==> src/rtl/frodo_decode_stream_if.sv <==
// Stream bundle for the Frodo decoder: coefficient words in, packed key words out.
interface frodo_decode_stream_if #(
  parameter int DATA_WIDTH = 64
);
  logic [DATA_WIDTH-1:0] in_data;
  logic                  in_valid;
  logic                  in_ready;
  logic [DATA_WIDTH-1:0] out_data;
  logic                  out_valid;
  logic                  out_ready;

  // master drives coefficients and consumes packed words; slave is the decoder
  modport master (
    output in_data, in_valid, out_ready,
    input  in_ready, out_data, out_valid
  );
  modport slave (
    input  in_data, in_valid, out_ready,
    output in_ready, out_data, out_valid
  );
endinterface

==> src/rtl/frodo_decode_stream.sv <==
// Frodo key decoder: rounds each 16-bit coefficient to B bits and packs the
// results LSB-first into 64-bit words, one 8x8 block per start.
module frodo_decode_stream #(
  parameter int DATA_WIDTH = 64,
  parameter int NCOEF      = 64,
  parameter int IN_WORDS   = NCOEF / 4
) (
  input  logic                 clk,
  input  logic                 rstn,
  input  logic                 start,
  input  logic [1:0]           level,
  frodo_decode_stream_if.slave bus,
  output logic                 busy,
  output logic                 done
);
  localparam int ACC_W = DATA_WIDTH + 16;
  localparam logic [4:0] LAST_WORDS = 5'(IN_WORDS);

  typedef enum logic [1:0] {ST_IDLE, ST_RUN, ST_DONE} state_t;

  state_t                state_reg;
  logic [4:0]            d_reg;
  logic [2:0]            b_reg;
  logic [3:0]            s_reg;
  logic [4:0]            words_in_reg;
  logic [6:0]            fill_reg;
  logic [ACC_W-1:0]      acc_reg;
  logic [2:0]            out_cnt_reg;
  logic [DATA_WIDTH-1:0] out_data_reg;
  logic                  out_valid_reg;
  logic                  busy_reg;
  logic                  done_reg;

  logic                  in_ready_w;
  logic                  in_accept;
  logic                  out_fire;
  logic                  emit_pend;
  logic [15:0]           d_mask;
  logic [16:0]           round_add;
  logic [3:0]            b_mask;
  logic [3:0]            r [4];
  logic [15:0]           pack;
  logic [ACC_W-1:0]      pack_ext;
  logic [6:0]            step;
  logic [ACC_W-1:0]      base_acc;
  logic [6:0]            base_fill;
  logic [ACC_W-1:0]      acc_next;
  logic [6:0]            fill_next;

  assign in_ready_w = (state_reg == ST_RUN) && (words_in_reg < LAST_WORDS) &&
                      !(out_valid_reg && !bus.out_ready);
  assign in_accept  = bus.in_valid && in_ready_w;
  assign out_fire   = out_valid_reg && bus.out_ready;

  assign d_mask    = (d_reg == 5'd15) ? 16'h7FFF : 16'hFFFF;
  assign round_add = 17'd1 << (s_reg - 4'd1);

  always_comb begin
    b_mask = 4'hF;
    case (b_reg)
      3'd2:    b_mask = 4'h3;
      3'd3:    b_mask = 4'h7;
      default: b_mask = 4'hF;
    endcase
  end

  // The 17-bit sum keeps the carry so that values near q wrap to 0 after masking.
  generate
    for (genvar gi = 0; gi < 4; gi++) begin : g_coef
      logic [16:0] sum;
      assign sum   = {1'b0, bus.in_data[16*gi +: 16] & d_mask} + round_add;
      assign r[gi] = 4'(sum >> s_reg) & b_mask;
    end
  endgenerate

  always_comb begin
    pack = '0;
    case (b_reg)
      3'd2:    pack = {8'h00, r[3][1:0], r[2][1:0], r[1][1:0], r[0][1:0]};
      3'd3:    pack = {4'h0, r[3][2:0], r[2][2:0], r[1][2:0], r[0][2:0]};
      default: pack = {r[3], r[2], r[1], r[0]};
    endcase
  end

  assign pack_ext = {{(ACC_W-16){1'b0}}, pack};
  assign step     = {2'b00, b_reg, 2'b00};

  // A full word sitting in the accumulator is emitted one edge after the absorb
  // that completed it; the out slot is always free then because in_ready blocked
  // absorbing while the slot was stalled.
  assign emit_pend = (fill_reg >= 7'd64);
  assign base_acc  = emit_pend ? (acc_reg >> DATA_WIDTH) : acc_reg;
  assign base_fill = emit_pend ? (fill_reg - 7'd64) : fill_reg;
  assign acc_next  = in_accept ? (base_acc | (pack_ext << base_fill)) : base_acc;
  assign fill_next = in_accept ? (base_fill + step) : base_fill;

  always_ff @(posedge clk or negedge rstn) begin
    if (!rstn) begin
      state_reg     <= ST_IDLE;
      d_reg         <= '0;
      b_reg         <= '0;
      s_reg         <= '0;
      words_in_reg  <= '0;
      fill_reg      <= '0;
      acc_reg       <= '0;
      out_cnt_reg   <= '0;
      out_data_reg  <= '0;
      out_valid_reg <= 1'b0;
      busy_reg      <= 1'b0;
      done_reg      <= 1'b0;
    end else begin
      done_reg <= 1'b0;
      case (state_reg)
        ST_IDLE: begin
          if (start && level != 2'd3) begin
            case (level)
              2'd0:    begin d_reg <= 5'd15; b_reg <= 3'd2; s_reg <= 4'd13; end
              2'd1:    begin d_reg <= 5'd16; b_reg <= 3'd3; s_reg <= 4'd13; end
              default: begin d_reg <= 5'd16; b_reg <= 3'd4; s_reg <= 4'd12; end
            endcase
            words_in_reg <= '0;
            fill_reg     <= '0;
            acc_reg      <= '0;
            out_cnt_reg  <= '0;
            busy_reg     <= 1'b1;
            state_reg    <= ST_RUN;
          end
        end
        ST_RUN: begin
          if (emit_pend) begin
            out_data_reg  <= acc_reg[DATA_WIDTH-1:0];
            out_valid_reg <= 1'b1;
          end else if (out_fire) begin
            out_valid_reg <= 1'b0;
          end
          // B output words per block, so the B-th handshake ends the block
          if (out_fire) begin
            out_cnt_reg <= out_cnt_reg + 3'd1;
            if (out_cnt_reg + 3'd1 == b_reg) begin
              state_reg <= ST_DONE;
              done_reg  <= 1'b1;
            end
          end
          if (in_accept) begin
            words_in_reg <= words_in_reg + 5'd1;
          end
          acc_reg  <= acc_next;
          fill_reg <= fill_next;
        end
        default: begin
          busy_reg  <= 1'b0;
          state_reg <= ST_IDLE;
        end
      endcase
    end
  end

  assign bus.in_ready  = in_ready_w;
  assign bus.out_data  = out_data_reg;
  assign bus.out_valid = out_valid_reg;
  assign busy          = busy_reg;
  assign done          = done_reg;
endmodule

==> src/flat_wrapper.sv <==
// flat-port wrapper written by rule: the top's interface ports become plain ports
module frodo_decode_stream_flat 
#(
  parameter int DATA_WIDTH = 64,
  parameter int NCOEF      = 64,
  parameter int IN_WORDS   = NCOEF / 4
)
  (clk, rstn, start, level, busy, done, bus_in_data, bus_in_valid, bus_out_ready, bus_in_ready, bus_out_data, bus_out_valid);
  frodo_decode_stream_if #(.DATA_WIDTH(DATA_WIDTH)) bus_i ();
  input  logic clk;
  input  logic rstn;
  input  logic start;
  input  logic [1:0] level;
  output logic busy;
  output logic done;
  input wire logic [$bits(bus_i.in_data)-1:0] bus_in_data;
  input wire logic [$bits(bus_i.in_valid)-1:0] bus_in_valid;
  input wire logic [$bits(bus_i.out_ready)-1:0] bus_out_ready;
  output wire logic [$bits(bus_i.in_ready)-1:0] bus_in_ready;
  output wire logic [$bits(bus_i.out_data)-1:0] bus_out_data;
  output wire logic [$bits(bus_i.out_valid)-1:0] bus_out_valid;
  assign bus_i.in_data = bus_in_data;
  assign bus_i.in_valid = bus_in_valid;
  assign bus_i.out_ready = bus_out_ready;
  assign bus_in_ready = bus_i.in_ready;
  assign bus_out_data = bus_i.out_data;
  assign bus_out_valid = bus_i.out_valid;
  frodo_decode_stream #(.DATA_WIDTH(DATA_WIDTH), .NCOEF(NCOEF), .IN_WORDS(IN_WORDS)) u_core (.clk(clk), .rstn(rstn), .start(start), .level(level), .bus(bus_i), .busy(busy), .done(done));
endmodule
==> config.mk <==
export PLATFORM = sky130hd
export DESIGN_NAME = frodo_decode_stream_flat
export DESIGN_NICKNAME = d
export VERILOG_FILES = /design/src/rtl/frodo_decode_stream_if.sv /design/src/rtl/frodo_decode_stream.sv /design/src/flat_wrapper.sv
export SDC_FILE = /design/constraint.sdc
export NUM_CORES = 1
export LEC_CHECK = 0
export CORE_UTILIZATION = 35
export CTS_CLUSTER_DIAMETER = 120
export DETAILED_ROUTE_END_ITERATION = 8
export PLACE_DENSITY_LB_ADDON = 0.25
export SETUP_SLACK_MARGIN = 0.05
export SYNTH_ARGS = -nofsm -noshare
export SYNTH_HDL_FRONTEND = slang
export SYNTH_SLANG_ARGS = --single-unit
==> constraint.sdc <==
create_clock -name clk -period 3.15 [get_ports clk]
set_clock_uncertainty 0.05 [all_clocks]
set_input_delay 0.315 -clock clk [delete_from_list [all_inputs] [get_ports clk]]
set_output_delay 0.315 -clock clk [all_outputs]
set_load 0.01 [all_outputs]
### Word level (Yosys, flattened, before mapping)

Cells that the tools add are included.

| storage, ports and cells | value |
|---|---|
| bits in registers | 176 |
| input port bits | 71 |

| operators by class | value |
|---|---|
| magnitude comparators | 2 |
| muxes and demuxes | 31 |
| shift operators | 6 |
| add/sub/neg operators | 9 |
| reductions and logical operators | 21 |
| bitwise gates (word level) | 10 |
| equality and inequality tests | 11 |

Operators with widths:

| operator | count |
|---|---|
| $mux 80 | 3 |
| $pmux 80 s2 | 1 |
| $or 80x80->80 | 1 |
| $shl 16x7->80 | 1 |
| $add 16x17->17 | 4 |
| $shr 17x4->4 | 4 |
| $and 16x16->16 | 4 |
| $pmux 16 s2 | 1 |
| $mux 7 | 3 |
| $shl 1x4->17 const A | 1 |
| $and 4x4->4 | 4 |
| $mux 16 | 1 |
| $mux 5 | 3 |
| $pmux 7 s2 | 1 |
| $pmux 3 s2 | 2 |
| $pmux 5 s2 | 1 |
| $reduce_and 2->1 | 5 |
| $reduce_and 3->1 | 3 |
| $pmux 4 s2 | 1 |
| $add 7x5->7 | 1 |
| $ge 7x7->1 const B | 1 |
| $mux 1 | 7 |
| $sub 7x7->7 const B | 1 |
| $eq 3x2->1 const B | 2 |
| other kinds (19) | 34 |

### Depth between registers and ports, before layout

Gate-level depths: netlist (run 1).

| logic depth | value |
|---|---|
| depth in word-level cells | 11 |
| gate-level depth with buffers | 16 |
| gate-level depth less buffers | 12 |

### Worst setup path after synthesis (run 1)

OpenSTA, ideal clock, no wires.

| path | value |
|---|---|
| path kind | register -> register |
| start point | reg u_core.s_reg[2] |
| end point | reg u_core.acc_reg[10] |
| required time | 2.972 ns |
| stages on the path, launching flop included | 15 |
| arrival time | 3.182 ns |
| buffers on the path | 3 |
| library setup time | 0.128 ns |
| clock period less this slack | 3.359 ns |
| setup slack | -0.209 ns |
| cells stage by stage | dfrtp_1 > nand2b_1 > buf_2 > inv_1 > buf_2 > buf_2 > ha_1 > nand4_1 > nor3_1 > or3b_2 > o311a_1 > a32o_2 > and2_4 > a222oi_1 > nand2_1 |

| between the ends | value |
|---|---|
| longest elaborated chain between the ends | 10 |
| elaborated cells on any way between the ends | 19 |

RTL lines:

| what | RTL line | RTL |
|---|---|---|
| start: declaration | frodo_decode_stream.sv:24 | `logic [3:0] s_reg;` |
| start signal: assignment | frodo_decode_stream.sv:102 | `s_reg <= '0;` |
| start signal: assignment | frodo_decode_stream.sv:117 | `2'd0: begin d_reg <= 5'd15; b_reg <= 3'd2; s_reg <= 4'd13; end` |
| start signal: assignment | frodo_decode_stream.sv:118 | `2'd1: begin d_reg <= 5'd16; b_reg <= 3'd3; s_reg <= 4'd13; end` |
| $sub 4x1->4 | frodo_decode_stream.sv:56 | `assign round_add = 17'd1 << (s_reg - 4'd1);` |
| $shl 1x4->17 | frodo_decode_stream.sv:56 |  |
| $add 16x17->17 | frodo_decode_stream.sv:71 | `assign sum = {1'b0, bus.in_data[16*gi +: 16] & d_mask} + round_add;` |
| $shr 17x4->4 | frodo_decode_stream.sv:72 | `assign r[gi] = 4'(sum >> s_reg) & b_mask;` |
| $and 4x4->4 | frodo_decode_stream.sv:72 |  |
| $pmux 16 s2 * | frodo_decode_stream.sv:78 | `case (b_reg)` |
| $shl 16x7->80 * | frodo_decode_stream.sv:94 | `assign acc_next = in_accept ? (base_acc \| (pack_ext << base_fill)) : base_acc;` |
| $or 80x80->80 * | frodo_decode_stream.sv:94 |  |
| $mux 80 * | frodo_decode_stream.sv:94 |  |
| $pmux 80 s2 * | frodo_decode_stream.sv:113 | `case (state_reg)` |
| end signal: assignment | frodo_decode_stream.sv:147 | `acc_reg <= acc_next;` |
| end: declaration | frodo_decode_stream.sv:27 | `logic [ACC_W-1:0] acc_reg;` |

Every way passes the cells marked *; elsewhere a longest branch is shown, timed or not.
A chain may end at the register's enable or synchronous reset.

### Worst setup path in the final report (run 1)

| path | value |
|---|---|
| start point | reg u_core.s_reg[0] |
| end point | reg u_core.acc_reg[37] |

The elaborated chain is that of the path after synthesis.

==> impl_results.md, run 1 <==
- EDFF count, synth: 0
- # rows: a little over 60
- Post-synthesis area per instance: 8.76 sq um
- Top Metal Used: met4
- Max reg flops: 80
- Final WS setup: -97.5 ps
- Root Driver: clkbuf_16
- Antenna violations before repair: 0
- Reg2Reg Capture Point: u_core.acc_reg[37]
- Total Wirelength: 35.6 mm
- CP startpoint kind: flip-flop
- Hold_ws: 378 ps
- WL met3: 2.29 mm
- Inst Count DP: 1777
- Seq cells post-synth: ~170
- Hpwl dp: 26.2 mm
- Crit path kind: flip-flop to flip-flop
- Critical Path End Type: flip-flop
- Initial Util: 0.359
- Via count of the first global-routing pass: a little over 10000
- Antenna-violating nets left: 0
- Final hold violation count: 0
- Violated checks: negative setup slack
- Unrepaired setup endpoints after global routing: true
- Max clock buf depth: 2
- Grt total ovfl: 0
- Synth area leaders: dfrtp_1, nand2_1, ha_1
- Slew Limit Fails: 0
- Worst min path class: input pin to asynchronous set/reset pin
- Required @ worst endpoint: ~3400 ps
- Post-Place Worst Slack: -365 ps
- Design Area, Final: 0.0146 sq mm
- Prevailing post-synth register cell: dfrtp_1
- Final period util: 1.03
- N_diodes: 0
- Layout cells sized above 1: 0.262
- Seq/Total Area, Yosys: 0.417
- Top-Level Pins: 139
- DR WL met2: 16.0 mm
- Via density per instance: 5.60
- CTS H-tree lvls: 4
- Detailed Route Iter0 Violations: 930
- Synth area leader: dfrtp_1
- Area Overhead vs Synth: 45.2%
- Critical R2R Launch: u_core.s_reg[0]
- CTS Sinks: 168
- Ys Warns: 0
- Crit path from: u_core.s_reg[0]
- First-pass GRT wire length: 56.5 mm
- Synth Instances: 1150
- Die Height: 172 um
- Finished Layout Cells: 1841
- Leakage power: 0.00648 uW
- CP Max Fanout: 8
- Synth top area share: 0.417
- Routed vias: 10300
- Least-Margin Pin Slew: 686 ps
- Worst VDD drop: 0.482 mV
- Crit path capture: u_core.acc_reg[37]
- Tmin final: 3250 ps
- Gp weighted congestion: 0.936
- Slew margin rel.: 0.541
- WL met1: 16.6 mm
- Die Area: 0.0295 sq mm
- NumNets Final: 1555
- Port Buf Inserts: 138
- Status: finished, violations left
- Clock slew seen by the registers of the worst setup and hold paths: approximately 70 ps
- Worst-Skew Late Latency: 430 ps
- Post-synth ARST share: 1.00
- Num CTS Buffers: 17
- Synth unique cells: between 90 and 100
- TNS Setup: -892 ps
- Critical Path AT: around 3500 ps
- Fmax achieved: 308 MHz
- DRT Pass-1 Iters: 9
- Pin count of the biggest net entering global routing: 59
- TritonCTS clock tree: yes
- Wire per inst: 19.3 um
- Cell Pwr Density: 1010 mW/mm^2
- Die X: about 170 um
- Cell area after synthesis: 0.0101 sq mm
- Core box area: 0.0280 sq mm
- GRT Overall Usage: 0.249
- FF-to-FF path depth: 15
- Final setup violation count: 22
- R2r setup slk: -100 ps
- Max cap viols: 0
- Dpl cell area: roughly 0.013 sq mm
- DRC violations left: 0
==> cells in the mapped netlist (all sizes together), types with 12 or more instances <==
cell and n:
o211ai 14, nand4 21, dfrtp 168, mux2i 12
nor2 62, o221ai 19, nand2 282, nor3 19
nand3 38, buf 16, and3 15, a31oi 12
a21oi 39, a21o 12, clkbuf 50, inv 21
a211oi 12, a22oi 25, xnor2 14, and2 18
o21ai 76, ha 33
==> final cells by class <==
type | count | area (sq um)
fill | 2651 | 13400
multi-input combinational | 901 | 6270
sequential | 168 | 4210
timing repair buffer | 340 | 2970
tap | 378 | 473
clock buffer | 18 | 429
clock inverter | 14 | 161
inverter | 22 | 103
==> worst max-delay path: stages, from the launching register on <==
cell and delay [ps]:
dfrtp_2 450, nand2b_4 180, inv_8 110, ha_4 210
nand4_1 110, buf_4 150, a2111oi_4 30, buf_4 170
buf_4 140, or3_4 340, a311oi_4 340, a211oi_2 150
buf_4 160, o31ai_4 200, buf_12 170, o221ai_1 130
==> layout by cell type, fill, tap and decap left out, types with 6 or more instances in the layout <==
cell	n
a211oi_1	6
a211oi_2	6
a21o_1	11
a21oi_1	34
a221oi_2	6
a222oi_1	10
a22oi_1	20
a31oi_1	8
and2_1	11
and3_1	15
and4_1	6
buf_4	189
buf_6	10
clkbuf_16	17
clkdlybuf4s50_1	137
conb_1	8
dfrtp_1	166
ha_1	19
ha_4	9
inv_1	18
mux2i_1	8
nand2_1	274
nand2_2	6
nand2b_1	7
nand3_1	35
nand4_1	20
nor2_1	59
nor2b_1	8
nor3_1	12
o211ai_1	14
o21ai_0	42
o21ai_1	20
o21ai_2	13
o221ai_1	14
or3_1	6
xnor2_1	14
xor2_1	10
==> worst min path at each step <==
stage	depth (start not counted)	to	slack (ps)	from
2_1_floorplan	0	u_core.acc_reg[0]	-30	rstn
3_3_place_gp	1	u_core.bus.out_data[57]	290	rstn
3_5_place_dp	1	u_core.bus.out_data[57]	280	rstn
4_1_cts	2	u_core.bus.out_data[57]	380	rstn
5_1_grt	2	u_core.bus.out_data[55]	420	rstn
6_report	2	u_core.bus.out_data[55]	380	rstn
==> metal layers <==
| layer | up-vias | track usage |
|---|---|---|
| li1 | 4816 | - |
| met1 | 5074 | 0.352 |
| met2 | 365 | 0.382 |
| met3 | 47 | 0.0506 |
| met4 | 0 | 0.0714 |
| met5 | - | 0 |
==> power by group <==
| group | leakage, uW | switching (uW) | internal [uW] |
|---|---|---|---|
| Clock | 0.000296 | 936 | 1190 |
| Sequential | 0.00216 | 603 | 3010 |
| Combinational | 0.00402 | 4970 | 4000 |
==> what timing repair did <==
| action | CTS | global route |
|---|---|---|
| resized for setup | 76 | 90 |
| gates cloned | 0 | 0 |
| setup buffers | 15 | 17 |
| setup endpoints to repair | 72 | 72 |
| endpoints found under the hold margin | 55 | 0 |
| pin swaps | 24 | 48 |
| hold buffers | 1 | 0 |
==> stage by stage <==
step | total power, uW | util
floorplan | 7560 | -
global placement | 11100 | 0.465
detailed placement | 11200 | 0.465
CTS | 14000 | 0.505
global route | 15600 | 0.522
finish | 14700 | 0.522
==> cells by family (layout without fill, tap and decap cells) <==
group	after synthesis	in the layout	synth area share
AND/OR/NAND/NOR	509	509	0.232
flip-flops	168	168	0.417
other	1	8	0.000372
buffers and inverters	88	394	0.0362
adder cells (fa/ha/maj)	34	34	0.0430
AO/OA/AOI/OAI	312	312	0.236
multiplexers	14	14	0.0149
XOR/XNOR	24	24	0.0209
No activity file was read; power rests on OpenSTA's default activity.
==> run 2, diff against run 1 <==
--- a/config.mk
+++ b/config.mk
@@ -5,6 +5,7 @@
 export SDC_FILE = /design/constraint.sdc
 export NUM_CORES = 1
 export LEC_CHECK = 0
+export CORE_MARGIN = 2
 export CORE_UTILIZATION = 35
 export CTS_CLUSTER_DIAMETER = 120
 export DETAILED_ROUTE_END_ITERATION = 8
==> impl_results.md, run 2 (same netlist as run 1, synthesis figures left out) <==
- FF+latch area: 0.00421 sq mm (unchanged)
- Status: finished, violations left (unchanged)
- CP Max Fanout: 5 (was 8)
- Layout cells sized above 1: 0.279 (was 0.262)
- Final setup violation count: 22 (unchanged)
- Gp weighted congestion: 0.950 (was 0.936)
- Unrepaired setup endpoints after global routing: true (unchanged)
- DRT Pass-1 Iters: 6 (was 9)
- Area of the multi-input gates: 0.00656 sq mm (was 0.00627 sq mm)
- Wire per inst: 19.6 um (was 19.3 um)
- Crit path kind: flip-flop to flip-flop (unchanged)
- Worst VDD drop: 0.490 mV (was 0.482 mV)
- Clock slew seen by the registers of the worst setup and hold paths: 80 ps (was 70 ps)
- Initial Util: 0.353 (was 0.359)
- CP startpoint kind: flip-flop (unchanged)
- Num CTS Buffers: 17 (unchanged)
- Root Driver: clkbuf_16 (unchanged)
- Grt total ovfl: 0 (unchanged)
- FF-to-FF path depth: 16 (was 15)
- # rows: 62 (was 61)
- Pin count of the biggest net entering global routing: 77 (was 59)
- Critical R2R Launch: u_core.s_reg[2] (was u_core.s_reg[0])
- Final hold violation count: 0 (unchanged)
- Hpwl dp: 26.0 mm (was 26.2 mm)
- Max cap viols: 0 (unchanged)
- First-pass GRT wire length: 57.6 mm (was 56.5 mm)
- Required @ worst endpoint: 3410 ps (was 3390 ps)
- Max reg flops: 80 (unchanged)
- Total Wirelength: 36.2 mm (was 35.6 mm)
- Tmin final: 3260 ps (was 3250 ps)
- Least-Margin Pin Slew: 869 ps (was 686 ps)
- Final period util: 1.03 (about the same)
- Critical Path AT: 3520 ps (was 3490 ps)
- Final WS setup: -109 ps (was -97.5 ps)
- Slew Limit Fails: 0 (unchanged)
- Antenna violations before repair: 0 (unchanged)
- CTS H-tree lvls: 4 (unchanged)
- NumNets Final: 1556 (was 1555)
- Post-Place Worst Slack: -440 ps (was -365 ps)
- Detailed Route Iter0 Violations: 1066 (was 930)
- Core box area: 0.0285 sq mm (was 0.0280 sq mm)
- CTS Sinks: 168 (unchanged)
- Port Buf Inserts: 138 (unchanged)
- Top-Level Pins: 139 (unchanged)
- Violated checks: negative setup slack (unchanged)
- Area Overhead vs Synth: 49.9% (was 45.2%)
- Fmax achieved: 307 MHz (was 308 MHz)
- Reg2Reg Capture Point: u_core.acc_reg[6] (was u_core.acc_reg[37])
- GRT Overall Usage: 0.240 (was 0.249)
- Worst min path class: input pin to asynchronous set/reset pin (unchanged)
- Hold_ws: 373 ps (was 378 ps)
- Commonest non-fill, non-tap cells in the layout: nand2_1, dfrtp_1, buf_4 (was nand2_1, buf_4, dfrtp_1)
- Most common cell after layout, fill and taps aside: nand2_1 (unchanged)
- Design Area, Final: 0.0151 sq mm (was 0.0146 sq mm)
- DRC violations left: 0 (unchanged)
- Final Power: 15500 uW (was 14700 uW)
- Slew margin rel.: 0.418 (was 0.541)
- Cell Pwr Density: 1030 mW/mm^2 (was 1010 mW/mm^2)
- Layout fillers: 2681 (was 2651)
- Worst-Skew Late Latency: 440 ps (was 430 ps)
- N_diodes: 0 (unchanged)
- Leakage power: 0.00661 uW (was 0.00648 uW)
- Die Height: 174 um (was 172 um)
- Die X: 174 um (was 172 um)
- TNS Setup: -919 ps (was -892 ps)
- Routed vias: 10500 (was 10300)
- Via density per instance: 5.68 (was 5.60)
- Max clock buf depth: 2 (unchanged)
- Die Area: 0.0301 sq mm (was 0.0295 sq mm)
- Via count of the first global-routing pass: 10300 (was 10200)
- Critical Path End Type: flip-flop (unchanged)
- Antenna-violating nets left: 0 (unchanged)
- Dpl cell area: 0.0131 sq mm (was 0.0130 sq mm)
- TritonCTS clock tree: yes (unchanged)
- R2r setup slk: -110 ps (was -100 ps)
[run 2: per-layer routing]
metal / part of all wire / track usage
met5: 0 / 0
met4: 0.019 / 0.0550
met3: 0.065 / 0.0366
met2: 0.47 / 0.388
met1: 0.45 / 0.340
[run 2: worst max path at each step]
stage / end / from / slack [ps]
4_1_cts: u_core.acc_reg[10] / u_core.s_reg[0] / -20
6_report: u_core.acc_reg[6] / u_core.s_reg[2] / -110
3_5_place_dp: u_core.acc_reg[34] / u_core.s_reg[2] / -440
5_1_grt: u_core.acc_reg[19] / u_core.s_reg[2] / -180
2_1_floorplan: u_core.acc_reg[10] / u_core.s_reg[2] / 4
3_3_place_gp: u_core.acc_reg[34] / bus_in_data[0] / -440
[run 2: critical path: stages (launching register included)]
cell and delay [ps]:
dfrtp_2 460, buf_4 160, buf_8 120, nor2_4 140, buf_6 120, ha_1 120
and3b_1 190, and3_1 180, a211o_1 300, nor4_4 300, buf_4 180, buf_4 110
buf_12 90, mux2i_4 90, mux2i_1 200, buf_4 210, o22ai_2 90
[run 2: area by class of cell]
type / count / area share
repair buffers: 340 / 0.207
inverters: 22 / 0.00680
clock buffers: 17 / 0.0282
multi-input cells: 902 / 0.435
well taps: 384 / 0.0318
flip-flops and latches: 168 / 0.279
clock inverters: 15 / 0.0133
[run 2: per-stage QoR]
stage | instances | util
2_1_floorplan | 1157 | -
3_3_place_gp | 1787 | 0.460
3_5_place_dp | 1787 | 0.460
4_1_cts | 1834 | 0.506
5_1_grt | 1848 | 0.529
6_report | 1848 | 0.529
[run 2: timing repair]
action	CTS	global route
hold buffers	1	0
gates cloned	1	0
pin swaps	42	65
setup buffers	14	16
endpoints found under the setup margin	73	73
endpoints found under the hold margin	60	0
resized for setup	99	129
[run 2: report_power, final]
| part | internal [uW] | leakage (uW) | switching (uW) |
|---|---|---|---|
| Combinational | 4460 | 0.00415 | 5270 |
| Clock | 1150 | 0.000302 | 1040 |
| Sequential | 3000 | 0.00216 | 583 |
| Total | 8620 | 0.00661 | 6900 |
==> patch: new RTL, flow settings as in run 2 <==
Re-encode `state_t` (3 states) as one-hot, 3 bits wide.
--- a/src/rtl/frodo_decode_stream.sv
+++ b/src/rtl/frodo_decode_stream.sv
@@ -16,7 +16,7 @@
   localparam int ACC_W = DATA_WIDTH + 16;
   localparam logic [4:0] LAST_WORDS = 5'(IN_WORDS);
 
-  typedef enum logic [1:0] {ST_IDLE, ST_RUN, ST_DONE} state_t;
+  typedef enum logic [2:0] {ST_IDLE = 3'b001, ST_RUN = 3'b010, ST_DONE = 3'b100} state_t;
 
   state_t                state_reg;
   logic [4:0]            d_reg;
Function: same outputs for any inputs over 4 cycles, from zero or initial values and one cycle with rstn low; so few cycles prove little.
==> patch against run 2 <==
The run still ends with setup timing left. Sequential share of layout area up 1.8 points. Sequential cell count up 1. Power down 35%. Count of clock-buffer cells in the layout up 4. Hold slack better by 44 ps. Synthesized area down 3.9%. Final area down 5.6%. Worst setup slack worse by 130 ps. First-iteration DRC count down 15%. Wire length down 12%. Highest routed layer unchanged.
==> patch: results (changes against run 2) <==
Placed Area 12700 sq um (-3.1%); Final Setup Violations 58 (+160%); number of nets in the layout 1493 (-4.0%); Internal 6.03 mW (-30%); failing checks setup timing; clock latency on the worst-skew pair 430 ps; vias in the first global route 9415 (-8.4%); status finished, violations left; sequential-to-total area share from yosys stat 43.7% (+2.0 points); post-layout worst setup margin -241 ps (-131 ps); Routed WL per cell 18.3 um (-6.6%); Final HPWL DP 23.8 mm (-8.5%); layout cell share with drive strength beyond 1 25.8% (-2.0 points); worst min-delay path category reg2reg; Reg power frac 25.1% (+2.0 points); via count 9613 (-8.4%); Worst IR Drop VDD 0.467 mV (-4.6%); routability cong. 0.910 (-4.1%); dpl ws -403 ps (+36.5 ps); total power 10.0 mW (-35%); GRT Util Overall 22.3% (-1.7 points); Synth area leaders dfrtp_1, nand2_1, ha_1; Yosys cell types 86 (-10%); Routed Antenna Nets 0 (unchanged); Fillers 2513 (-6.3%); first-pass GRT wire length 50.9 mm (-12%); top post-synthesis cells by count nand2_1, dfrtp_1, nor2_1; Setup TNS -8810 ps (-7900 ps)
==> patch: changes by cell type in the layout (fill, tap and decap cells not counted), sizes merged, moves of 7 or more <==
cell	run 2	this run
a22oi	25	16
nand4	21	14
nand3	38	22
a221o	4	12
o21ai	76	68
o211ai	14	5
o31ai	2	11
nor3	19	26
buf	202	183
a21oi	39	28
==> patch: layout make-up <==
type / instances / area, sq um / area share [%]
Sequential cell: 169 / 4230 / 29.7
Clock inverter: 11 / 135 / 0.948
Inverter: 24 / 106 / 0.746
Timing Repair Buffer: 321 / 2860 / 20.1
Clock buffer: 21 / 470 / 3.30
Tap cell: 341 / 427 / 2.99
Multi-Input combinational cell: 855 / 6020 / 42.2
==> patch: worst max-delay path: stages, from the launching register on <==
cell and delay, ps:
dfrtp_2 440, nand2b_4 90, clkinvlp_4 160, buf_12 170
ha_4 250, nand4_1 100, buf_4 160, nor3_2 140
buf_4 170, mux2i_2 220, nand4_1 190, a221o_2 460
a2bb2oi_4 200, buf_6 150, a221o_1 310
==> patch: stage by stage <==
step	util (%)	cells	hold WS, ps
final	52.7	1742	417
after global placement	47.1	1685	397
after floorplan	-	1110	-30.6
after CTS	50.7	1733	419
after global routing	52.7	1742	436
after detailed placement	47.1	1685	406
==> patch: final timing paths <==
kind,startpoint,end,slack (ps),cells past startpoint
min in group asynchronous,rstn,u_core.bus.out_data[21]$_DFFE_PN0P_,470,2
min,u_core.acc_reg[28]$_DFFE_PN0P_,u_core.bus.out_data[28]$_DFFE_PN0P_,420,2
max,u_core.s_reg[2]$_DFFE_PN0P_,u_core.acc_reg[55]$_DFFE_PN0P_,-240,14
max in group asynchronous,rstn,u_core.state_reg[0]$_DFFE_PN1P_,1690,3
max reg2reg,u_core.s_reg[2]$_DFFE_PN0P_,u_core.acc_reg[55]$_DFFE_PN0P_,-240,14
min reg2reg,u_core.acc_reg[28]$_DFFE_PN0P_,u_core.bus.out_data[28]$_DFFE_PN0P_,420,2
==> patch: cells by family after synthesis <==
logic type / after synthesis / share of synthesized area [%]
AOI/OAI and AO/OA: 278 / 21.3
xor gates and xnor gates: 21 / 1.90
adders and majority gates: 34 / 4.47
buffers and inverters: 86 / 3.47
DFF: 169 / 43.7
muxes: 20 / 2.15
other: 1 / 0.0388
and+or+nand+nor: 494 / 22.9
==> patch: metal layers <==
metal  GRT usage (%)  vias to the layer above  share of wire, %
met2            37.2                      318                49
met1            30.1                     4667                44
met5               0                        -                 0
met3            3.12                       40               5.6
li1                -                     4588                 -
met4            6.80                        0               1.7
==> patch: repair_timing <==
item / in CTS / in global routing
resized for setup: 52 / 101
hold buffers: 1 / 0
setup endpoints to repair: 74 / 74
setup buffers: 15 / 13
endpoints found under the hold margin: 84 / 0
pin swaps: 18 / 62
